==> config.mk <==
export PLATFORM = sky130hd
export DESIGN_NAME = decode_pipe_stage
export DESIGN_NICKNAME = d
export VERILOG_FILES = /design/src/rtl/decode_pipe_stage_pkg.sv /design/src/rtl/decode_pipe_stage_decode_logic.sv /design/src/rtl/decode_pipe_stage.sv
export SDC_FILE = /design/constraint.sdc
export NUM_CORES = 1
export LEC_CHECK = 0
export ABC_AREA = 1
export CORE_ASPECT_RATIO = 1.75
export CORE_MARGIN = 4
export CORE_UTILIZATION = 35
export CTS_CLUSTER_DIAMETER = 150
export DETAILED_ROUTE_END_ITERATION = 6
export PLACE_DENSITY = 0.77
export SLEW_MARGIN = 30
export SYNTH_ARGS = -nofsm -noshare
export SYNTH_HDL_FRONTEND = slang
export SYNTH_SLANG_ARGS = --single-unit
==> constraint.sdc <==
create_clock -name clk -period 2.59 [get_ports clk]
set_input_delay 0.518 -clock clk [delete_from_list [all_inputs] [get_ports clk]]
set_output_delay 0.518 -clock clk [all_outputs]
set_load 0.02 [all_outputs]
==> src/rtl/decode_pipe_stage_pkg.sv <==
// Opcode map, instruction field positions and instruction classes for the uDLX decode stage.
package decode_pipe_stage_pkg;

  localparam logic [5:0] TYPE_R = 6'h00;
  localparam logic [5:0] JPC    = 6'h02;
  localparam logic [5:0] BEQZ   = 6'h04;
  localparam logic [5:0] BNEZ   = 6'h05;
  localparam logic [5:0] BRFL   = 6'h06;
  localparam logic [5:0] ADDI   = 6'h08;
  localparam logic [5:0] SUBI   = 6'h0A;
  localparam logic [5:0] ANDI   = 6'h0C;
  localparam logic [5:0] ORI    = 6'h0D;
  localparam logic [5:0] JR     = 6'h12;
  localparam logic [5:0] LW     = 6'h23;
  localparam logic [5:0] SW     = 6'h2B;

  localparam int OPCODE_LSB    = 26;
  localparam int RS_LSB        = 21;
  localparam int RT_LSB        = 16;
  localparam int RD_LSB        = 11;
  localparam int FUNCTION_LSB  = 0;
  localparam int PC_OFFSET_LSB = 0;
  localparam int IMM_LSB       = 0;
  localparam int IMM_WIDTH     = 16;

  typedef enum logic [2:0] {
    CLASS_NOP,
    CLASS_R,
    CLASS_I_ALU,
    CLASS_LW,
    CLASS_SW,
    CLASS_BRANCH,
    CLASS_JR,
    CLASS_JPC
  } inst_class_e;

  function automatic inst_class_e classify(input logic [5:0] opcode);
    case (opcode)
      TYPE_R:                classify = CLASS_R;
      ADDI, SUBI, ANDI, ORI: classify = CLASS_I_ALU;
      LW:                    classify = CLASS_LW;
      SW:                    classify = CLASS_SW;
      BEQZ, BNEZ, BRFL:      classify = CLASS_BRANCH;
      JR:                    classify = CLASS_JR;
      JPC:                   classify = CLASS_JPC;
      default:               classify = CLASS_NOP;
    endcase
  endfunction

  // Logical immediates are unsigned masks; every other immediate is signed.
  function automatic logic zero_extends(input logic [5:0] opcode);
    return (opcode == ANDI) || (opcode == ORI);
  endfunction

endpackage

==> src/rtl/decode_pipe_stage_decode_logic.sv <==
// Purely combinational uDLX instruction classifier and field extractor.
module decode_logic
  import decode_pipe_stage_pkg::*;
#(
  parameter int INSTRUCTION_WIDTH = 32,
  parameter int OPCODE_WIDTH      = 6,
  parameter int FUNCTION_WIDTH    = 6,
  parameter int REG_ADDR_WIDTH    = 5,
  parameter int DATA_WIDTH        = 32,
  parameter int PC_OFFSET_WIDTH   = 26
) (
  input  logic [INSTRUCTION_WIDTH-1:0] instruction,
  output logic [OPCODE_WIDTH-1:0]      opcode,
  output logic [FUNCTION_WIDTH-1:0]    inst_function,
  output logic [REG_ADDR_WIDTH-1:0]    read_address1,
  output logic [REG_ADDR_WIDTH-1:0]    read_address2,
  output logic [REG_ADDR_WIDTH-1:0]    w_reg_addr,
  output logic                         w_reg_wr_en,
  output logic                         mem_data_wr_en,
  output logic                         write_back_mux_sel,
  output logic                         branch_inst,
  output logic                         jump_inst,
  output logic [DATA_WIDTH-1:0]        immediate,
  output logic [PC_OFFSET_WIDTH-1:0]   pc_offset
);

  inst_class_e               inst_class;
  logic [5:0]                op_field;
  logic [REG_ADDR_WIDTH-1:0] rs_field;
  logic [REG_ADDR_WIDTH-1:0] rt_field;
  logic [REG_ADDR_WIDTH-1:0] rd_field;
  logic [IMM_WIDTH-1:0]      imm_field;
  logic [DATA_WIDTH-1:0]     imm_signed;
  logic [DATA_WIDTH-1:0]     imm_unsigned;
  logic [REG_ADDR_WIDTH-1:0] dest;
  logic                      writes_reg;

  assign op_field     = instruction[OPCODE_LSB +: 6];
  assign inst_class   = classify(op_field);
  assign rs_field     = instruction[RS_LSB +: REG_ADDR_WIDTH];
  assign rt_field     = instruction[RT_LSB +: REG_ADDR_WIDTH];
  assign rd_field     = instruction[RD_LSB +: REG_ADDR_WIDTH];
  assign imm_field    = instruction[IMM_LSB +: IMM_WIDTH];
  assign imm_signed   = {{(DATA_WIDTH-IMM_WIDTH){imm_field[IMM_WIDTH-1]}}, imm_field};
  assign imm_unsigned = {{(DATA_WIDTH-IMM_WIDTH){1'b0}}, imm_field};

  always_comb begin
    opcode             = '0;
    inst_function      = '0;
    read_address1      = '0;
    read_address2      = '0;
    dest               = '0;
    writes_reg         = 1'b0;
    mem_data_wr_en     = 1'b0;
    write_back_mux_sel = 1'b0;
    branch_inst        = 1'b0;
    jump_inst          = 1'b0;
    immediate          = '0;
    pc_offset          = '0;
    if (inst_class != CLASS_NOP) begin
      opcode = instruction[OPCODE_LSB +: OPCODE_WIDTH];
    end
    case (inst_class)
      CLASS_R: begin
        inst_function = instruction[FUNCTION_LSB +: FUNCTION_WIDTH];
        read_address1 = rs_field;
        read_address2 = rt_field;
        dest          = rd_field;
        writes_reg    = 1'b1;
      end
      CLASS_I_ALU, CLASS_LW: begin
        read_address1      = rs_field;
        dest               = rt_field;
        writes_reg         = 1'b1;
        write_back_mux_sel = (inst_class == CLASS_LW);
        immediate          = zero_extends(op_field) ? imm_unsigned : imm_signed;
      end
      CLASS_SW: begin
        read_address1  = rs_field;
        read_address2  = rt_field;
        mem_data_wr_en = 1'b1;
        immediate      = imm_signed;
      end
      CLASS_BRANCH: begin
        read_address1 = rs_field;
        branch_inst   = 1'b1;
        immediate     = imm_signed;
      end
      CLASS_JR: begin
        read_address1 = rs_field;
        jump_inst     = 1'b1;
        immediate     = imm_signed;
      end
      CLASS_JPC: begin
        pc_offset = instruction[PC_OFFSET_LSB +: PC_OFFSET_WIDTH];
        jump_inst = 1'b1;
      end
      default: begin
      end
    endcase
    // Register 0 is hardwired, so writes to it are dropped here.
    w_reg_addr  = dest;
    w_reg_wr_en = writes_reg && (dest != '0);
  end

endmodule

==> src/rtl/decode_pipe_stage.sv <==
// uDLX decode pipeline register with stall/flush and optional load-use bubble insertion.
// Optional feature macro: LOAD_USE_STALL_EN (hazard detection and bubble counter).
module decode_pipe_stage
  import decode_pipe_stage_pkg::*;
#(
  parameter int INSTRUCTION_WIDTH = 32,
  parameter int OPCODE_WIDTH      = 6,
  parameter int FUNCTION_WIDTH    = 6,
  parameter int REG_ADDR_WIDTH    = 5,
  parameter int DATA_WIDTH        = 32,
  parameter int PC_OFFSET_WIDTH   = 26,
  parameter int COUNT_WIDTH       = 16
) (
  input  logic                         clk,
  input  logic                         rst,
  input  logic [INSTRUCTION_WIDTH-1:0] instruction_in,
  input  logic                         instruction_valid_in,
  input  logic                         stall_in,
  input  logic                         flush_in,
  output logic                         ready_out,
  output logic                         valid_out,
  output logic [OPCODE_WIDTH-1:0]      opcode_out,
  output logic [FUNCTION_WIDTH-1:0]    inst_function_out,
  output logic [REG_ADDR_WIDTH-1:0]    read_address1_out,
  output logic [REG_ADDR_WIDTH-1:0]    read_address2_out,
  output logic [REG_ADDR_WIDTH-1:0]    w_reg_addr_out,
  output logic                         w_reg_wr_en_out,
  output logic                         mem_data_wr_en_out,
  output logic                         write_back_mux_sel_out,
  output logic                         branch_inst_out,
  output logic                         jump_inst_out,
  output logic [DATA_WIDTH-1:0]        immediate_out,
  output logic [PC_OFFSET_WIDTH-1:0]   pc_offset_out,
  output logic [COUNT_WIDTH-1:0]       hazard_count_out
);

  typedef struct packed {
    logic [OPCODE_WIDTH-1:0]    opcode;
    logic [FUNCTION_WIDTH-1:0]  inst_function;
    logic [REG_ADDR_WIDTH-1:0]  read_address1;
    logic [REG_ADDR_WIDTH-1:0]  read_address2;
    logic [REG_ADDR_WIDTH-1:0]  w_reg_addr;
    logic                       w_reg_wr_en;
    logic                       mem_data_wr_en;
    logic                       write_back_mux_sel;
    logic                       branch_inst;
    logic                       jump_inst;
    logic [DATA_WIDTH-1:0]      immediate;
    logic [PC_OFFSET_WIDTH-1:0] pc_offset;
  } stage_t;

  stage_t dec;
  stage_t dec_gated;
  stage_t stage_q;
  logic   hazard;

  decode_logic #(
    .INSTRUCTION_WIDTH (INSTRUCTION_WIDTH),
    .OPCODE_WIDTH      (OPCODE_WIDTH),
    .FUNCTION_WIDTH    (FUNCTION_WIDTH),
    .REG_ADDR_WIDTH    (REG_ADDR_WIDTH),
    .DATA_WIDTH        (DATA_WIDTH),
    .PC_OFFSET_WIDTH   (PC_OFFSET_WIDTH)
  ) u_decode_logic (
    .instruction        (instruction_in),
    .opcode             (dec.opcode),
    .inst_function      (dec.inst_function),
    .read_address1      (dec.read_address1),
    .read_address2      (dec.read_address2),
    .w_reg_addr         (dec.w_reg_addr),
    .w_reg_wr_en        (dec.w_reg_wr_en),
    .mem_data_wr_en     (dec.mem_data_wr_en),
    .write_back_mux_sel (dec.write_back_mux_sel),
    .branch_inst        (dec.branch_inst),
    .jump_inst          (dec.jump_inst),
    .immediate          (dec.immediate),
    .pc_offset          (dec.pc_offset)
  );

  // An invalid fetch slot still registers its fields but must not trigger any side effect.
  always_comb begin
    dec_gated = dec;
    if (!instruction_valid_in) begin
      dec_gated.w_reg_wr_en        = 1'b0;
      dec_gated.mem_data_wr_en     = 1'b0;
      dec_gated.write_back_mux_sel = 1'b0;
      dec_gated.branch_inst        = 1'b0;
      dec_gated.jump_inst          = 1'b0;
    end
  end

`ifdef LOAD_USE_STALL_EN
  // Decoded read addresses are 0 for classes that do not read them, and a LW only
  // sets wr_en for a non-zero destination, so the compares cannot false-match on r0.
  assign hazard = valid_out && stage_q.write_back_mux_sel && stage_q.w_reg_wr_en &&
                  instruction_valid_in &&
                  ((dec.read_address1 == stage_q.w_reg_addr) ||
                   (dec.read_address2 == stage_q.w_reg_addr));

  logic [COUNT_WIDTH-1:0] hazard_count;

  always_ff @(posedge clk or posedge rst) begin
    if (rst) begin
      hazard_count <= '0;
    end else if (!flush_in && !stall_in && hazard && (hazard_count != '1)) begin
      hazard_count <= hazard_count + COUNT_WIDTH'(1);
    end
  end

  assign hazard_count_out = hazard_count;
`else
  assign hazard           = 1'b0;
  assign hazard_count_out = '0;
`endif

  assign ready_out = !stall_in && !hazard && !flush_in;

  // Flush beats stall beats hazard; a bubble clears the whole stage.
  always_ff @(posedge clk or posedge rst) begin
    if (rst) begin
      valid_out <= 1'b0;
      stage_q   <= '0;
    end else if (flush_in) begin
      valid_out <= 1'b0;
      stage_q   <= '0;
    end else if (!stall_in) begin
      if (hazard) begin
        valid_out <= 1'b0;
        stage_q   <= '0;
      end else begin
        valid_out <= instruction_valid_in;
        stage_q   <= dec_gated;
      end
    end
  end

  assign opcode_out             = stage_q.opcode;
  assign inst_function_out      = stage_q.inst_function;
  assign read_address1_out      = stage_q.read_address1;
  assign read_address2_out      = stage_q.read_address2;
  assign w_reg_addr_out         = stage_q.w_reg_addr;
  assign w_reg_wr_en_out        = stage_q.w_reg_wr_en;
  assign mem_data_wr_en_out     = stage_q.mem_data_wr_en;
  assign write_back_mux_sel_out = stage_q.write_back_mux_sel;
  assign branch_inst_out        = stage_q.branch_inst;
  assign jump_inst_out          = stage_q.jump_inst;
  assign immediate_out          = stage_q.immediate;
  assign pc_offset_out          = stage_q.pc_offset;

endmodule

==> results.toml <==
[floorplanning]
pin_count = 145
die_area_um2 = 11300
die_w_um = 82.1
initial_core_util_pct = 35.8
core_area_um2 = 9410
die_h_um = 138
rows = 47

[cells_and_area]
drive_gt1_share_pct = 7.88
area_growth_pct = 46.8
antenna_cells = 0
fin_nets = 528

[detailed_routing]
vias = 2950
first_pass_iters = 4
drt-initial-drc-count = 192
totalWireLength_um = 9570
viasPerCell = 4.78
drc = 0
wl_per_cell_um = 15.5
antenna_left = 0

[setup_path]
cp_slowest_cell = "clkdlybuf4s50_1"
rr_endpoint = "immediate_out[30]$_DFFE_PP0P_"
critPathLaunchType = "input port"
crit_top_cell = "clkdlybuf4s50_1"
worst-setup-path-type = "in2out"
timing.rr.start = "immediate_out[30]$_DFFE_PP0P_"
r2r_cells = 2
worst_ep_required_time_ps = 2070
slowest_delay_ps = 620
crit_family = "buffers and inverters"
crit_path_end_kind = "primary output"
path_cells = "clkdlybuf4s50_1 -> nor2_4 -> clkdlybuf4s50_1"
cp_max_fo = 4
critical_path_buf_inv_count = 2
ff2ff_setup_slack_ps = 1750
critPathArrivalTime_ps = 1770

[synthesis]
syn_avg_cell_area_um2 = 8.97
synth-async-reset-ratio_pct = 100
ys_seq_area_share_pct = 56.5
syn_area_um2 = 3360
synth_seq_cells = 76
ys.flop_type = "dfrtp_1"
ys.warnings.count = 0
syn_inst = 375
synth_cell_types = 25
synth_top_area_share_pct = 56.5
yosys-top-cells-area = "dfrtp_1 (57%), nand2_1 (15%), o21ai_0 (7.6%), buf_4 (6.9%), nand3_1 (1.8%)"
yosysTopAreaCell = "dfrtp_1"
yosysMostFrequentCell = "nand2_1"
synth_edf_count = 0
synth_common_cells = "nand2_1 (131), dfrtp_1 (76), o21ai_0 (51)"

[pwr]
power_switching_uw = 625
ir_drop_uv = 484
leakagePower_uw = 0.00220
power.total_uw = 2690
pwr-share-seq_pct = 45.1
intPower_uw = 2070
p_clk_share_pct = 43.8
power.density_nw_per_um2 = 545
p_comb_share_pct = 11.1
sw_frac_of_total_pct = 23.2

[min_path]
hold_path_class = "in2async"

[sta]
slew_violations = 0
post-route-period-util_pct = 88.4
max_freq_ghz = 0.437
finClkSkew_ps = 0
rsz0062_at_grt = "no"
totalNegativeSetupSlack_ps = 0
period_minus_slack_ps = 2290
hold_violations = 0
setup_slack_ps = 300
setup_viol_count_final = 0

[clocking]
cts_tree = "built"
clk_latency_ps = 320
clockRootBuffer = "clkbuf_16"
clockBufferDepth = 2
htreeDepth = 3
cts_resized = 0
path_clk_slew_ps = 50
clkSinkCount = 76
post_cts_buffers = 0
postCtsHoldBufs = 0
numCtsBuffers = 9

[global_route]
grt_pass1_wl_um = 14800
grt_overflow = 0
grt_start_max_net_pins = 78
grt_antenna_before_repair = 0
grt_pass1_vias = 2933
grt_usage_pct = 17.6

[placed_design]
place_congestion = 0.882
post-place-ws_ps = 291
dpl.hpwl_um = 7150
port_buffers = 128

[run_status]
outcome = "finished clean"

[flow_run]
drv_cap = 0
through the flow:
stage	hold slack (ps)	instances	cell area [µm²]	utilization [%]
4_1_cts	461	617	4940	52.5
6_report	461	617	4940	52.5
3_5_place_dp	472	602	4650	49.4
5_1_grt	488	617	4940	52.5
3_3_place_gp	466	602	4650	49.4
2_1_floorplan	587	390	3420	-
cells by family (layout without fill, tap and decap cells):
family / after synthesis / count (layout) / synth area share (%)
AND/OR/NAND/NOR: 168 / 168 / 21.5
AO/OA/AOI/OAI: 70 / 70 / 11.2
buffers and inverters: 60 / 165 / 10.7
other: 1 / 16 / 0.111
flip-flops: 76 / 76 / 56.5
layout make-up:
cell class                      instances  area [µm²]
Clock buffer                           14         284
Clock inverter                          1        5.00
Fill cell                             859        4470
Inverter                               14        53.8
Multi-Input combinational cell        254        1170
Sequential cell                        76        1900
Tap cell                              122         153
Timing Repair Buffer                  136        1370
power by group through the flow:
stage,clock [µW],combinational (µW),sequential (µW)
2_1_floorplan,0,154,1250
3_3_place_gp,0,296,1230
3_5_place_dp,0,300,1230
4_1_cts,1210,302,1210
5_1_grt,1260,325,1220
6_report,1180,299,1210
routing by layer:
metal  up-vias  GRT usage [%]  wire length (µm)  part of all wire, %
li1       1396              -                 -                    -
met1      1425           19.5              3480                   36
met2       113           31.5              5310                   55
met3        16           3.08               507                  5.3
met4         0           8.32               276                  2.9
met5         -              0                 0                    0
registers in the layout, summed over array words and instances (netlist names):
signal	cells
write_back_mux_sel_out	1
w_reg_wr_en_out	1
pc_offset_out	26
jump_inst_out	1
mem_data_wr_en_out	1
branch_inst_out	1
w_reg_addr_out	5
immediate_out	17
read_address2_out	5
read_address1_out	5
opcode_out	6
valid_out	1
inst_function_out	6
cell usage in the layout, fill, tap and decap left out, types with 3 or more instances in the layout:
master | synthesis | layout
nand2_1 | 131 | 131
clkdlybuf4s50_1 | 0 | 128
dfrtp_1 | 76 | 76
o21ai_0 | 51 | 51
conb_1 | 1 | 16
inv_1 | 14 | 13
nand3_1 | 12 | 12
o21ai_1 | 11 | 11
clkbuf_16 | 0 | 9
buf_4 | 31 | 6
nor2_4 | 3 | 5
nor2_1 | 7 | 5
nor2_2 | 4 | 4
a22o_1 | 4 | 4
clkbuf_8 | 0 | 4
nand2_2 | 3 | 3
how the worst max path moves through the flow:
stage | endpoint | slack [ps] | startpoint | cells after the start
final | ready_out | 300 | stall_in | 3
after global routing | ready_out | 240 | stall_in | 3
after CTS | ready_out | 280 | stall_in | 3
after detailed placement | ready_out | 290 | stall_in | 3
after global placement | ready_out | 290 | stall_in | 3
after floorplan | branch_inst_out$_DFFE_PP0P_ | 130 | rst | 1
Note: power is estimated with default switching activity, not from simulation.
